### src/rtl/multiplier2_if.sv
// Handshake and data bundle between the microcode sequencer and the multiplier.
// master: sequencer side, which drives ce/start/mode/operands and observes the status.
// slave : multiplier side, which drives busy/done/product/ovf.
interface multiplier2_if #(
    parameter int WIDTH = 16
);
    logic                 ce;         // clock enable; the multiplier advances only when high
    logic                 start;      // begin operation (sampled while ce=1)
    logic                 wide;       // 1 = full-width operands, 0 = half-width operands
    logic                 is_signed;  // 1 = two's complement (IMUL), 0 = unsigned (MUL)
    logic [WIDTH-1:0]     a;          // multiplicand
    logic [WIDTH-1:0]     b;          // multiplier
    logic                 busy;       // operation in progress
    logic                 done;       // result valid, held until the next start
    logic [2*WIDTH-1:0]   product;    // result
    logic                 ovf;        // upper half significant (CF/OF)

    modport master (
        output ce, start, wide, is_signed, a, b,
        input  busy, done, product, ovf
    );

    modport slave (
        input  ce, start, wide, is_signed, a, b,
        output busy, done, product, ovf
    );
endinterface

### src/rtl/multiplier2.sv
// Iterative shift-add multiplier for MUL/IMUL, 8x8 or 16x16, signed or unsigned.
// Latency: done rises 17 ce-cycles (wide) or 9 ce-cycles (narrow) after start is sampled.
// Backpressure: ce=0 freezes all state; start restarts from any state; done drops while start is high.
//
// Ports: clk, reset_n (async active-low) plus the multiplier2_if slave bundle:
//   ce/start/wide/is_signed/a/b in; busy/done/product/ovf out.
module multiplier2 #(
    parameter int WIDTH = 16
) (
    input  logic           clk,
    input  logic           reset_n,
    multiplier2_if.slave   bus
);
    localparam int HALF = WIDTH / 2;
    localparam int CW   = $clog2(WIDTH) + 1;

    localparam logic [1:0] S_IDLE = 2'd0;
    localparam logic [1:0] S_RUN  = 2'd1;
    localparam logic [1:0] S_FIX  = 2'd2;

    // ------------------------------------------------------------------
    // State
    // ------------------------------------------------------------------
    logic [1:0]          state_q,   state_d;
    logic                wide_q,    wide_d;
    logic                signed_q,  signed_d;
    logic                neg_q,     neg_d;      // result must be negated in FIX
    logic [WIDTH-1:0]    mcand_q,   mcand_d;    // multiplicand magnitude
    // Accumulator: upper half collects partial sums, lower half starts as the
    // multiplier magnitude and is consumed one bit per iteration.
    logic [2*WIDTH-1:0]  acc_q,     acc_d;
    logic [CW-1:0]       cnt_q,     cnt_d;
    logic                done_q,    done_d;
    logic [2*WIDTH-1:0]  product_q, product_d;
    logic                ovf_q,     ovf_d;

    // ------------------------------------------------------------------
    // Operand capture: sign and magnitude of the incoming operands
    // ------------------------------------------------------------------
    logic             a_sign, b_sign;
    logic [WIDTH-1:0] a_neg_w, b_neg_w;
    logic [HALF-1:0]  a_neg_n, b_neg_n;
    logic [WIDTH-1:0] a_mag, b_mag;

    always_comb begin
        a_sign  = bus.wide ? bus.a[WIDTH-1] : bus.a[HALF-1];
        b_sign  = bus.wide ? bus.b[WIDTH-1] : bus.b[HALF-1];
        a_neg_w = -bus.a;
        b_neg_w = -bus.b;
        a_neg_n = -bus.a[HALF-1:0];
        b_neg_n = -bus.b[HALF-1:0];

        // Narrow mode zero-extends the half-width magnitude so garbage in the
        // upper operand bits never reaches the datapath.
        if (bus.wide) begin
            a_mag = (bus.is_signed && a_sign) ? a_neg_w : bus.a;
            b_mag = (bus.is_signed && b_sign) ? b_neg_w : bus.b;
        end else begin
            a_mag = {{HALF{1'b0}}, ((bus.is_signed && a_sign) ? a_neg_n : bus.a[HALF-1:0])};
            b_mag = {{HALF{1'b0}}, ((bus.is_signed && b_sign) ? b_neg_n : bus.b[HALF-1:0])};
        end
    end

    // ------------------------------------------------------------------
    // One shift-add iteration
    // ------------------------------------------------------------------
    logic [WIDTH:0]      sum;        // includes the carry out of the add
    logic [2*WIDTH-1:0]  acc_shift;

    always_comb begin
        sum       = {1'b0, acc_q[2*WIDTH-1:WIDTH]} + (acc_q[0] ? {1'b0, mcand_q} : {(WIDTH+1){1'b0}});
        // Shifting {carry, acc} right by one drops the consumed multiplier bit.
        acc_shift = {sum, acc_q[WIDTH-1:1]};
    end

    // ------------------------------------------------------------------
    // Sign fix-up and overflow
    // ------------------------------------------------------------------
    // After HALF iterations a half-width product sits at acc[WIDTH+HALF-1:HALF];
    // after WIDTH iterations the full product fills the accumulator.
    logic [2*WIDTH-1:0]  res_w;
    logic [WIDTH-1:0]    mag_n, res_n;
    logic [2*WIDTH-1:0]  fix_prod;
    logic                fix_ovf;

    always_comb begin
        mag_n    = acc_q[WIDTH+HALF-1:HALF];
        res_w    = neg_q ? -acc_q : acc_q;
        res_n    = neg_q ? -mag_n : mag_n;
        fix_prod = wide_q ? res_w : {{WIDTH{1'b0}}, res_n};

        if (wide_q) begin
            if (signed_q)
                fix_ovf = fix_prod[2*WIDTH-1:WIDTH] != {WIDTH{fix_prod[WIDTH-1]}};
            else
                fix_ovf = fix_prod[2*WIDTH-1:WIDTH] != {WIDTH{1'b0}};
        end else begin
            if (signed_q)
                fix_ovf = fix_prod[WIDTH-1:HALF] != {HALF{fix_prod[HALF-1]}};
            else
                fix_ovf = fix_prod[WIDTH-1:HALF] != {HALF{1'b0}};
        end
    end

    // ------------------------------------------------------------------
    // Next-state logic
    // ------------------------------------------------------------------
    always_comb begin
        state_d   = state_q;
        wide_d    = wide_q;
        signed_d  = signed_q;
        neg_d     = neg_q;
        mcand_d   = mcand_q;
        acc_d     = acc_q;
        cnt_d     = cnt_q;
        done_d    = done_q;
        product_d = product_q;
        ovf_d     = ovf_q;

        if (bus.ce) begin
            if (bus.start) begin
                // Start wins over whatever is in flight, so a restart simply
                // reloads everything. product/ovf are kept until the next FIX.
                wide_d   = bus.wide;
                signed_d = bus.is_signed;
                neg_d    = bus.is_signed && (a_sign ^ b_sign);
                mcand_d  = a_mag;
                acc_d    = {{WIDTH{1'b0}}, b_mag};
                cnt_d    = bus.wide ? CW'(WIDTH) : CW'(HALF);
                done_d   = 1'b0;
                state_d  = S_RUN;
            end else begin
                case (state_q)
                    S_RUN: begin
                        acc_d = acc_shift;
                        cnt_d = cnt_q - 1'b1;
                        if (cnt_q == CW'(1))
                            state_d = S_FIX;
                    end
                    S_FIX: begin
                        product_d = fix_prod;
                        ovf_d     = fix_ovf;
                        done_d    = 1'b1;
                        state_d   = S_IDLE;
                    end
                    S_IDLE: begin
                        state_d = S_IDLE;
                    end
                    default: begin
                        state_d = S_IDLE;
                    end
                endcase
            end
        end
    end

    // ------------------------------------------------------------------
    // Registers
    // ------------------------------------------------------------------
    always_ff @(posedge clk or negedge reset_n) begin
        if (!reset_n) begin
            state_q   <= S_IDLE;
            wide_q    <= 1'b0;
            signed_q  <= 1'b0;
            neg_q     <= 1'b0;
            mcand_q   <= '0;
            acc_q     <= '0;
            cnt_q     <= '0;
            done_q    <= 1'b0;
            product_q <= '0;
            ovf_q     <= 1'b0;
        end else begin
            state_q   <= state_d;
            wide_q    <= wide_d;
            signed_q  <= signed_d;
            neg_q     <= neg_d;
            mcand_q   <= mcand_d;
            acc_q     <= acc_d;
            cnt_q     <= cnt_d;
            done_q    <= done_d;
            product_q <= product_d;
            ovf_q     <= ovf_d;
        end
    end

    // ------------------------------------------------------------------
    // Outputs
    // ------------------------------------------------------------------
    assign bus.busy    = (state_q == S_RUN) || (state_q == S_FIX);
    // A new start hides the stale result immediately, before the edge.
    assign bus.done    = done_q & ~bus.start;
    assign bus.product = product_q;
    assign bus.ovf     = ovf_q;

endmodule

### src/flat_wrapper.sv
// flat-port wrapper written by rule: the top's interface ports become plain ports
module multiplier2_flat 
#(
    parameter int WIDTH = 16
)
  (clk, reset_n, bus_ce, bus_start, bus_wide, bus_is_signed, bus_a, bus_b, bus_busy, bus_done, bus_product, bus_ovf);
  multiplier2_if #(.WIDTH(WIDTH)) bus_i ();
  input  logic clk;
  input  logic reset_n;
  input wire logic [$bits(bus_i.ce)-1:0] bus_ce;
  input wire logic [$bits(bus_i.start)-1:0] bus_start;
  input wire logic [$bits(bus_i.wide)-1:0] bus_wide;
  input wire logic [$bits(bus_i.is_signed)-1:0] bus_is_signed;
  input wire logic [$bits(bus_i.a)-1:0] bus_a;
  input wire logic [$bits(bus_i.b)-1:0] bus_b;
  output wire logic [$bits(bus_i.busy)-1:0] bus_busy;
  output wire logic [$bits(bus_i.done)-1:0] bus_done;
  output wire logic [$bits(bus_i.product)-1:0] bus_product;
  output wire logic [$bits(bus_i.ovf)-1:0] bus_ovf;
  assign bus_i.ce = bus_ce;
  assign bus_i.start = bus_start;
  assign bus_i.wide = bus_wide;
  assign bus_i.is_signed = bus_is_signed;
  assign bus_i.a = bus_a;
  assign bus_i.b = bus_b;
  assign bus_busy = bus_i.busy;
  assign bus_done = bus_i.done;
  assign bus_product = bus_i.product;
  assign bus_ovf = bus_i.ovf;
  multiplier2 #(.WIDTH(WIDTH)) u_core (.clk(clk), .reset_n(reset_n), .bus(bus_i));
endmodule
### config.mk
export PLATFORM = sky130hd
export DESIGN_NAME = multiplier2_flat
export DESIGN_NICKNAME = d
export VERILOG_FILES = /design/src/rtl/multiplier2_if.sv /design/src/rtl/multiplier2.sv /design/src/flat_wrapper.sv
export SDC_FILE = /design/constraint.sdc
export NUM_CORES = 1
export LEC_CHECK = 0
export CAP_MARGIN = 0
export CELL_PAD_IN_SITES_DETAIL_PLACEMENT = 0
export CELL_PAD_IN_SITES_GLOBAL_PLACEMENT = 1
export CORE_MARGIN = 2
export CORE_UTILIZATION = 35
export DETAILED_ROUTE_END_ITERATION = 8
export PLACE_DENSITY = 0.74
export SLEW_MARGIN = 20
export SYNTH_ARGS = -nofsm -noshare
export SYNTH_HDL_FRONTEND = slang
export SYNTH_SLANG_ARGS = --single-unit
### constraint.sdc
create_clock -name clk -period 4.4 [get_ports clk]
set_input_delay 0.88 -clock clk [delete_from_list [all_inputs] [get_ports clk]]
set_output_delay 0.88 -clock clk [all_outputs]
set_load 0.01 [all_outputs]
==> summary.md, run 1 <==
| Metric | Value |
|---|---|
| Status | `finished clean` |
| Nets | `approximately 940` |
| Root buffer cell | `clkbuf_16` |
| Routed Wire Length | `about 18 mm` |
| Final Core Density | `42.7%` |
| CP max stage cell | `or4_1` |
| Post-route insts no fill | `around 1100` |
| Crit end category | `flop` |
| Initial Utilization | `35.9%` |
| # fillers | `about 1900` |
| WL/cell | `15.6 um` |
| Post-CTS Setup Bufs | `0` |
| Sequential fraction of the synthesis area | `approximately 34%` |
| Fin Clk Skew | `8.57 ps` |
| Least-Margin Pin Slew | `898 ps` |
| Distinct cells, synth | `64` |
| Primary FF master, synth | `dfrtp_1` |
| Initial antenna violation count | `0` |
| CTS Buf Count | `9` |
| Share of cells above drive strength 1 | `7.87%` |
| HPWL after detailed placement | `~13 mm` |
| Grt total ovfl | `0` |
| Required @ worst endpoint | `4620 ps` |
| Asr flop ratio synth | `100%` |
| Peak per-stage delay on the critical path | `roughly 700 ps` |
| Tmin final | `approximately 3900 ps` |
| Residual DRC count | `0` |
| DR vias/cell | `5.24` |
| Setup ws final | `roughly 460 ps` |
| Critical-path cell list | `or4_1 -> or4_4 -> o21ai_0 -> mux2_2 -> or4_1 -> or4_1 -> a2111oi_2 -> o211ai_1` |
| Slew headroom | `40.2%` |
| CTS tree | `yes` |
| Vias in the first global route | `around 5700` |
| Worst Hold Class | `reg2reg` |
| Post-cts sizing count | `0` |
| Yosys warns | `0` |
| Cells after Synth | `slightly above 800` |
| Area of the mapped netlist | `around 6800 sq um` |
| Leak | `3.34 nW` |
| Commonest cells after routing, fill and taps aside | `nand2_1, o21ai_0, dfrtp_1` |
| Placer Congestion | `slightly above 0.8` |
| GRT Util Overall | `18.2%` |
| DIE HEIGHT | `143 um` |
| Top cell type's share of synthesized area | `around a third` |
| Final setup violation count | `0` |
| Mapped Nets | `886` |
| Die area | `slightly above 20000 sq um` |
| Final setup TNS | `0 ps` |
| Cell Rows | `50` |
| Dpl ws | `483 ps` |
| Maximum clock frequency | `about 250 MHz` |
| First-pass GRT wire length | `29.7 mm` |
| Post-place instance area | `~7700 sq um` |
| Reg clk slew, reported paths | `roughly 70 ps` |
| Seq cells post-synth | `92` |
| Most frequent CP cell | `or4_1` |
| RSZ-0062 raised after global routing | `false` |
| Via count | `5956` |
| Synth-to-Final Area Change | `18.9%` |
| Final Hold Viols | `0` |
| Hold Worst Slack | `between 400 and 500 ps` |
| Startpoint types | `flop` |
| Largest net degree at the start of global routing | `70` |
| Ports | `73` |
| PortBufs | `72` |
| Post-synth EDFFs | `0` |
| Total power draw | `approximately 3.4 mW` |
| Power per Cell Area | `418 nW/um^2` |
| Final Max Tran Viols | `0` |
| Worst skew pair latency | `350 ps` |
| H-tree levels | `3` |
| Worst EP arrival | `approximately 4200 ps` |
| Area leader, netlist | `dfrtp_1` |
| Antenna Nets Post-Route | `0` |
| Placed insts | `about 1100` |
| Die Span X | `143 um` |
| MaxCap Viol Count | `0` |
| Worst Path Max Fanout | `7` |
| Synth area leaders | `dfrtp_1, o21ai_0, nand2_1` |
| Worst VDD drop | `between 0.2 and 0.25 mV` |
| Initial drt markers | `approximately 420` |
| TritonRoute pass-1 iters | `4` |
| Most common cell after layout, fill and taps aside | `nand2_1` |
| CTS Sinks | `92` |
| Clock tree buffer depth | `2` |
| Finished layout cell area | `around 8000 sq um` |
| Core ar. | `between 15000 and 20000 sq um` |
| Worst Setup Path Type | `reg2reg` |
| Synth Area per Inst | `slightly above 8 sq um` |
| Fin crit share | `between 80% and 90%` |
| Diodes inserted | `0` |
| Cts hold-fix bufs | `0` |
-- state kept, by name (all words and copies together) (netlist names), 2 cells and up --
name,cells
u_core.mcand_q,16
u_core.acc_q,32
u_core.bus.product,32
u_core.cnt_q,5
u_core.state_q,2
-- cell type report --
cell class / count / area [sq um] / share of cell area [%]
flip-flops and latches: 92 / 2300 / 28.6
multi-input cells: 650 / 4150 / 51.6
clock inverters: 5 / 61.3 / 0.763
clock buffers: 11 / 243 / 3.02
repair buffers: 90 / 853 / 10.6
well taps: 260 / 325 / 4.05
inverters: 29 / 109 / 1.35
-- where the power goes --
group | internal (mW) | switching, mW
clock network | 0.457 | 0.339
registers | 1.01 | 0.196
logic | 0.585 | 0.779
total | 2.05 | 1.31
-- cell usage after synthesis (3+ instances only) --
master      n
or4_1       9
clkbuf_1   41
nand2b_1    9
a22o_1      3
a41oi_1     4
o211ai_1    5
and2_1     19
a211oi_1    3
nor2_1     58
o41ai_1    10
buf_2       4
nand3b_1    3
or2_2       7
ha_1       24
a311oi_1    4
xor2_1     29
a31oi_1    15
a21oi_1    32
nand4_1     4
inv_1      28
mux2_2     17
buf_1       6
nand2_1   115
nor4_1     12
nand3_1    13
o31ai_1    11
o21ai_0    92
mux2i_1    14
or3_1      15
xnor2_1    40
nor3_1     20
dfrtp_1    92
and3_1      5
nor2b_1     8
a22oi_1    14
-- path summary, 6_finish.rpt --
check,from,endpoint,slack [ps],cells past startpoint
max in group asynchronous,reset_n,u_core.mcand_q[13],2920,2
max,u_core.acc_q[6],u_core.bus.ovf,460,8
min in group asynchronous,reset_n,u_core.cnt_q[3],650,1
min,u_core.mcand_q[6],u_core.mcand_q[6],470,2
max reg2reg,u_core.acc_q[6],u_core.bus.ovf,460,8
min reg2reg,u_core.mcand_q[6],u_core.mcand_q[6],470,2
-- cell families (layout without fill, tap and decap cells) --
logic type	count (synthesis)	count (layout)	share of synthesized area, %
AND/OR/NAND/NOR	308	308	22.4
AO/OA/AOI/OAI	216	216	20.0
flip-flops	92	92	34.1
buffers and inverters	81	135	4.68
XOR/XNOR	69	69	8.94
multiplexers	32	32	5.24
adder cells (fa/ha/maj)	25	25	4.74
-- worst max-delay path, delay by kind of cell (launching register included) --
family	cells	cell delay, ps
DFF	1	440
AOI/OAI and AO/OA	3	720
and+or+nand+nor	4	2270
muxes	1	380
-- routing by layer --
layer / up-vias / GRT usage, % / part of all wire [%]
li1: 3051 / - / -
met1: 2731 / 26.9 / 51
met2: 149 / 27.0 / 42
met3: 25 / 3.05 / 4.4
met4: 0 / 5.37 / 2.1
met5: - / 0 / 0
Note: power is estimated with default switching activity, not from simulation.
==> run 2, diff against run 1 <==
--- a/config.mk
+++ b/config.mk
@@ -11,7 +11,7 @@
 export CORE_MARGIN = 2
 export CORE_UTILIZATION = 35
 export DETAILED_ROUTE_END_ITERATION = 8
-export PLACE_DENSITY = 0.74
+export PLACE_DENSITY_LB_ADDON = 0.1
 export SLEW_MARGIN = 20
 export SYNTH_ARGS = -nofsm -noshare
 export SYNTH_HDL_FRONTEND = slang
==> summary.md, run 2 (synthesized netlist as in run 1, its figures left out) <==
| Metric | Value |
|---|---|
| Status | `finished clean` |
| Synth-to-Final Area Change | `18.6%` |
| Hold path startpoint | `u_core.mcand_q[3]` |
| Initial Utilization | `35.9% (unchanged)` |
| Clock tree buffer depth | `2 (unchanged)` |
| Vias in the first global route | `6067 (+6.6%)` |
| Share of cells above drive strength 1 | `7.77% (-0.096 points)` |
| Post-CTS Setup Bufs | `0 (unchanged)` |
| Routed Wire Length | `18.8 mm (+5.7%)` |
| Final setup violation count | `0 (unchanged)` |
| CTS Sinks | `92 (unchanged)` |
| R2R depth | `8 (unchanged)` |
| Fin Clk Skew | `8.50 ps (-0.0667 ps)` |
| Slew headroom | `45.1% (+5.0 points)` |
| Worst hold stages | `2 (unchanged)` |
| H-tree levels | `3 (unchanged)` |
| Leak | `3.34 nW (about the same)` |
| Residual DRC count | `0 (unchanged)` |
| RSZ-0062 raised after global routing | `false` |
| Root buffer cell | `clkbuf_16` |
| Initial antenna violation count | `0 (unchanged)` |
| Fin crit share | `90.5% (+0.93 points)` |
| Internal | `2.05 mW (-0.10%)` |
| Hold endpoint | `u_core.mcand_q[3]` |
| First-pass GRT wire length | `31.2 mm (+4.9%)` |
| Diodes inserted | `0 (unchanged)` |
| # fillers | `1863 (-1.5%)` |
| Worst EP arrival | `4200 ps (+40 ps)` |
| Final Hold Viols | `0 (unchanged)` |
| Hold Worst Slack | `475 ps (+3.55 ps)` |
| DR vias/cell | `5.33 (+1.7%)` |
| Switching power | `1.33 mW (+1.1%)` |
| Most common cell after layout, fill and taps aside | `nand2_1` |
| TritonRoute pass-1 iters | `5 (+1)` |
| CTS tree | `yes` |
| Worst VDD drop | `0.217 mV (-7.3%)` |
| Post-cts sizing count | `0 (unchanged)` |
| Die area | `20400 sq um (unchanged)` |
| Core ar. | `18800 sq um (unchanged)` |
| Commonest cells after routing, fill and taps aside | `nand2_1, o21ai_0, dfrtp_1` |
| Tmin final | `3980 ps (+40.7 ps)` |
| FF-to-FF Start | `u_core.acc_q[6]` |
| Nets | `934 (-0.11%)` |
| Crit end category | `flop` |
| Final setup TNS | `0 ps (unchanged)` |
| Placed insts | `1120 (-0.089%)` |
| Sequential share of power | `35.7% (about the same)` |
| Final Core Density | `42.6% (-0.11 points)` |
| Antenna Nets Post-Route | `0 (unchanged)` |
| MaxCap Viol Count | `0 (unchanged)` |
| Die Span X | `143 um (unchanged)` |
| Clock network power share | `23.1% (-0.6 points)` |
| Ports | `73 (unchanged)` |
| R2R Setup Slk | `420 ps (-40 ps)` |
| Via count | `6046 (+1.5%)` |
| PortBufs | `72 (unchanged)` |
| Largest net degree at the start of global routing | `63 (-10%)` |
| Logic pwr share | `41.2% (+0.7 points)` |
| FF-to-FF End | `u_core.bus.ovf` |
| Placer Congestion | `0.876 (+6.0%)` |
| Reg clk slew, reported paths | `60 ps (about the same)` |
| Post-route insts no fill | `1135 (-0.18%)` |
| Final Max Tran Viols | `0 (unchanged)` |
| Worst Path Max Fanout | `7 (unchanged)` |
| DIE HEIGHT | `143 um (unchanged)` |
| CTS Buf Count | `9 (unchanged)` |
| Worst Hold Class | `reg2reg` |
| Multi-input logic area | `4150 sq um (unchanged)` |
| HPWL after detailed placement | `14.4 mm (+7.8%)` |
| Least-Margin Pin Slew | `823 ps (-74.4 ps)` |
| Worst skew pair latency | `350 ps (about the same)` |
| Initial drt markers | `456 (+9.6%)` |
| Switch share | `39.3% (+0.28 points)` |
| FF/Latch Area | `2300 sq um (unchanged)` |
| Grt total ovfl | `0 (unchanged)` |
| Maximum clock frequency | `251 MHz (-1.0%)` |
| Cts hold-fix bufs | `0 (unchanged)` |
| Worst Setup Path Type | `reg2reg` |
| WL/cell | `16.6 um (+5.9%)` |
| Required @ worst endpoint | `4620 ps (about the same)` |
| Power per Cell Area | `421 nW/um^2 (+0.61%)` |
| Startpoint types | `flop` |
| GRT Util Overall | `19.2% (+1.1 points)` |
| Cell Rows | `50 (unchanged)` |
## run 2: area by class of cell
class	count	share of cell area (%)
Clock inverter	5	0.655
Sequential cell	92	28.7
Timing Repair Buffer	89	10.5
Inverter	29	1.36
Multi-Input combinational cell	650	51.7
Tap cell	260	4.06
Clock buffer	10	2.98
## run 2: routing by layer
metal	vias up	GRT usage [%]	wire length (um)
met5	-	0	0
met1	2860	27.5	9400
met3	16	2.15	587
met2	123	30.6	8590
met4	0	5.47	223
li1	3047	-	-
## run 2: through the flow
step / total power [mW] / worst slack [ps] / cell area (sq um)
6_report: 3.38 / 418 / 8020
5_1_grt: 3.64 / 295 / 8020
4_1_cts: 3.41 / 437 / 8020
3_5_place_dp: 2.61 / 472 / 7730
3_3_place_gp: 2.59 / 498 / 7730
2_1_floorplan: 2.13 / 728 / 6760
## run 2: critical path: stages (launching register included)
cell and delay, ps:
dfrtp_1 440, or4_1 730, or4_4 640, o21ai_0 220, mux2_2 400, or4_1 500, or4_1 430, a2111oi_2 370
o211ai_1 130
## run 2: power groups by stage
stage	registers [mW]	clock network (mW)	logic, mW
after floorplan	1.15	0	0.976
after global placement	1.20	0	1.39
after detailed placement	1.22	0	1.40
after CTS	1.20	0.806	1.40
after global routing	1.23	0.841	1.57
final	1.20	0.781	1.39
## run 2: worst max path at each step
stage                      to  depth (start not counted)       startpoint  slack [ps]
6_report       u_core.bus.ovf                          8  u_core.acc_q[6]         420
5_1_grt        u_core.bus.ovf                          8  u_core.acc_q[6]         290
4_1_cts        u_core.bus.ovf                          8  u_core.acc_q[6]         440
3_5_place_dp   u_core.bus.ovf                          8  u_core.acc_q[6]         470
3_3_place_gp   u_core.bus.ovf                          8  u_core.acc_q[6]         500
2_1_floorplan  u_core.bus.ovf                         10  u_core.acc_q[4]         730
==> run 3, diff against run 2 <==
--- a/config.mk
+++ b/config.mk
@@ -11,8 +11,8 @@
 export CORE_MARGIN = 2
 export CORE_UTILIZATION = 35
 export DETAILED_ROUTE_END_ITERATION = 8
+export DONT_BUFFER_PORTS = 1
 export PLACE_DENSITY_LB_ADDON = 0.1
-export SLEW_MARGIN = 20
 export SYNTH_ARGS = -nofsm -noshare
 export SYNTH_HDL_FRONTEND = slang
 export SYNTH_SLANG_ARGS = --single-unit
==> constraint.sdc (replaced) <==
create_clock -name clk -period 4.4 [get_ports clk]
set_input_delay 0.88 -clock clk [delete_from_list [all_inputs] [get_ports clk]]
set_output_delay 0.88 -clock clk [all_outputs]
set_load 0.02 [all_outputs]
==> summary.md, run 3 (synthesized netlist as in run 1, its figures left out) <==
| Metric | Value |
|---|---|
| Final setup TNS | `0 ps (unchanged)` |
| First-pass GRT wire length | `30.7 mm (-1.5%)` |
| CP max stage cell | `or4_1` |
| Vias in the first global route | `5817 (-4.1%)` |
| Grt total ovfl | `0 (unchanged)` |
| Post-CTS Setup Bufs | `0 (unchanged)` |
| Startpoint types | `flop` |
| Nets | `862 (-7.7%)` |
| DR vias/cell | `5.45 (+2.3%)` |
| Residual DRC count | `0 (unchanged)` |
| Worst skew pair latency | `350 ps (about the same)` |
| Post-cts sizing count | `0 (unchanged)` |
| Root buffer cell | `clkbuf_16` |
| Core ar. | `18800 sq um (unchanged)` |
| CTS tree | `yes` |
| Crit end category | `flop` |
| GRT Util Overall | `19.0% (-0.20 points)` |
| Final Max Tran Viols | `0 (unchanged)` |
| Dpl ws | `466 ps (-5.68 ps)` |
| Ports | `73 (unchanged)` |
| H-tree levels | `3 (unchanged)` |
| Initial Utilization | `35.9% (unchanged)` |
| Via count | `5789 (-4.3%)` |
| Final Hold Viols | `0 (unchanged)` |
| Fin crit share | `90.0% (-0.49 points)` |
| Largest net degree at the start of global routing | `93 (+48%)` |
| Required @ worst endpoint | `4620 ps (about the same)` |
| DIE HEIGHT | `143 um (unchanged)` |
| Clock tree buffer depth | `2 (unchanged)` |
| Diodes inserted | `0 (unchanged)` |
| Routed Wire Length | `18.7 mm (-0.48%)` |
| Initial drt markers | `461 (+1.1%)` |
| Most common cell after layout, fill and taps aside | `nand2_1` |
| WL met1 | `9.40 mm (about the same)` |
| Most frequent CP cell | `or4_1` |
| RSZ-0062 raised after global routing | `false` |
| FF-to-FF End | `u_core.bus.ovf` |
| Met2 WL | `8.18 mm (-4.8%)` |
| Worst EP arrival | `4180 ps (-20 ps)` |
| Share of cells above drive strength 1 | `8.23% (+0.46 points)` |
| Least-Margin Pin Slew | `666 ps (-157 ps)` |
| Final setup violation count | `0 (unchanged)` |
| TritonRoute pass-1 iters | `5 (unchanged)` |
| Leak | `3.06 nW (-8.3%)` |
| CTS Sinks | `92 (unchanged)` |
| Synth-to-Final Area Change | `7.57%` |
| Power per Cell Area | `440 nW/um^2 (+4.5%)` |
| Tmin final | `3960 ps (-21.4 ps)` |
| Initial antenna violation count | `0 (unchanged)` |
| Die Span X | `143 um (unchanged)` |
| Worst Setup Path Type | `reg2reg` |
| R2R Setup Slk | `440 ps (+20 ps)` |
| Maximum clock frequency | `253 MHz (+0.54%)` |
| Slew headroom | `55.0% (+9.9 points)` |
| Cell Rows | `50 (unchanged)` |
| HPWL after detailed placement | `14.1 mm (-2.3%)` |
| Status | `finished clean` |
| Worst Path Max Fanout | `7 (unchanged)` |
| Worst VDD drop | `0.219 mV (+0.56%)` |
| Peak per-stage delay on the critical path | `730 ps (about the same)` |
| Reg clk slew, reported paths | `60 ps (about the same)` |
| MaxCap Viol Count | `0 (unchanged)` |
| Max layer used | `met4` |
| Die area | `20400 sq um (unchanged)` |
| Placer Congestion | `0.876 (about the same)` |
| PortBufs | `0 (-100%)` |
| Fin Clk Skew | `9.19 ps (+0.686 ps)` |
| Critical-path cell list | `or4_1 -> or4_4 -> o21ai_0 -> mux2_2 -> or4_1 -> or4_1 -> a2111oi_2 -> o211ai_1` |
| Antenna Nets Post-Route | `0 (unchanged)` |
| Worst Hold Class | `in2async` |
| FF-to-FF Start | `u_core.acc_q[6]` |
| CTS Buf Count | `9 (unchanged)` |
| Finished layout cell area | `7270 sq um (-9.3%)` |
| WL/cell | `17.6 um (+6.4%)` |
| Cts hold-fix bufs | `0 (unchanged)` |
| Commonest cells after routing, fill and taps aside | `nand2_1, o21ai_0, dfrtp_1` |
| Setup ws final | `440 ps (+21.4 ps)` |
| R2R depth | `8 (unchanged)` |
| Routed wl met3 | `847 um (+44%)` |
| Post-place instance area | `7010 sq um (-9.2%)` |
[run 3: changes by cell type in the layout (fill, tap and decap cells not counted)]
cell	delta
clkdlybuf4s50_1	-71
buf_4	-1
bufinv_16	-1
clkbuf_1	+1
clkinvlp_4	-1
nor3_1	-1
nor3_2	+1
[run 3: metrics by stage]
stage | util (%) | hold slack [ps] | std cells | power [mW]
6_report | 38.6 | 224 | 1062 | 3.20
5_1_grt | 38.6 | 206 | 1062 | 3.44
4_1_cts | 38.6 | 210 | 1062 | 3.23
3_5_place_dp | 37.2 | 468 | 1048 | 2.51
3_3_place_gp | 37.2 | 460 | 1048 | 2.48
2_1_floorplan | - | 442 | 823 | 2.17
[run 3: how the worst max path moves through the flow]
stage                                from             end  slack [ps]  cells after the start
after detailed placement  u_core.acc_q[6]  u_core.bus.ovf         470                      8
final                     u_core.acc_q[6]  u_core.bus.ovf         440                      8
after floorplan           u_core.acc_q[4]  u_core.bus.ovf         730                     10
after CTS                 u_core.acc_q[6]  u_core.bus.ovf         440                      8
after global routing      u_core.acc_q[6]  u_core.bus.ovf         270                      8
after global placement    u_core.acc_q[6]  u_core.bus.ovf         490                      8
[run 3: routing by layer]
layer	up-vias	GRT usage, %
met2	143	29.4
met1	2732	27.1
met3	20	3.55
met4	0	5.16
met5	-	0
li1	2894	-
[run 3: critical path: cells and delay by family, from the launching register on]
| kind | cells | cell delay (ps) |
|---|---|---|
| simple gates | 4 | 2300 |
| compound gates | 3 | 690 |
| flops | 1 | 440 |
| mux | 1 | 380 |
[run 3: layout make-up]
cell class                      instances  area [sq um]
Multi-Input combinational cell        650          4150
Clock inverter                          3          15.0
Sequential cell                        92          2300
Fill cell                            1959         11600
Tap cell                              260           325
Timing Repair Buffer                   17           128
Inverter                               29           109
Clock buffer                           11           243
[run 3: power breakdown]
part / leakage [nW] / internal [mW] / switching, mW / total (mW)
Combinational: 1.71 / 0.479 / 0.747 / 1.23
Clock: 0.131 / 0.389 / 0.317 / 0.706
Sequential: 1.22 / 1.01 / 0.256 / 1.27
Total: 3.06 / 1.88 / 1.32 / 3.20
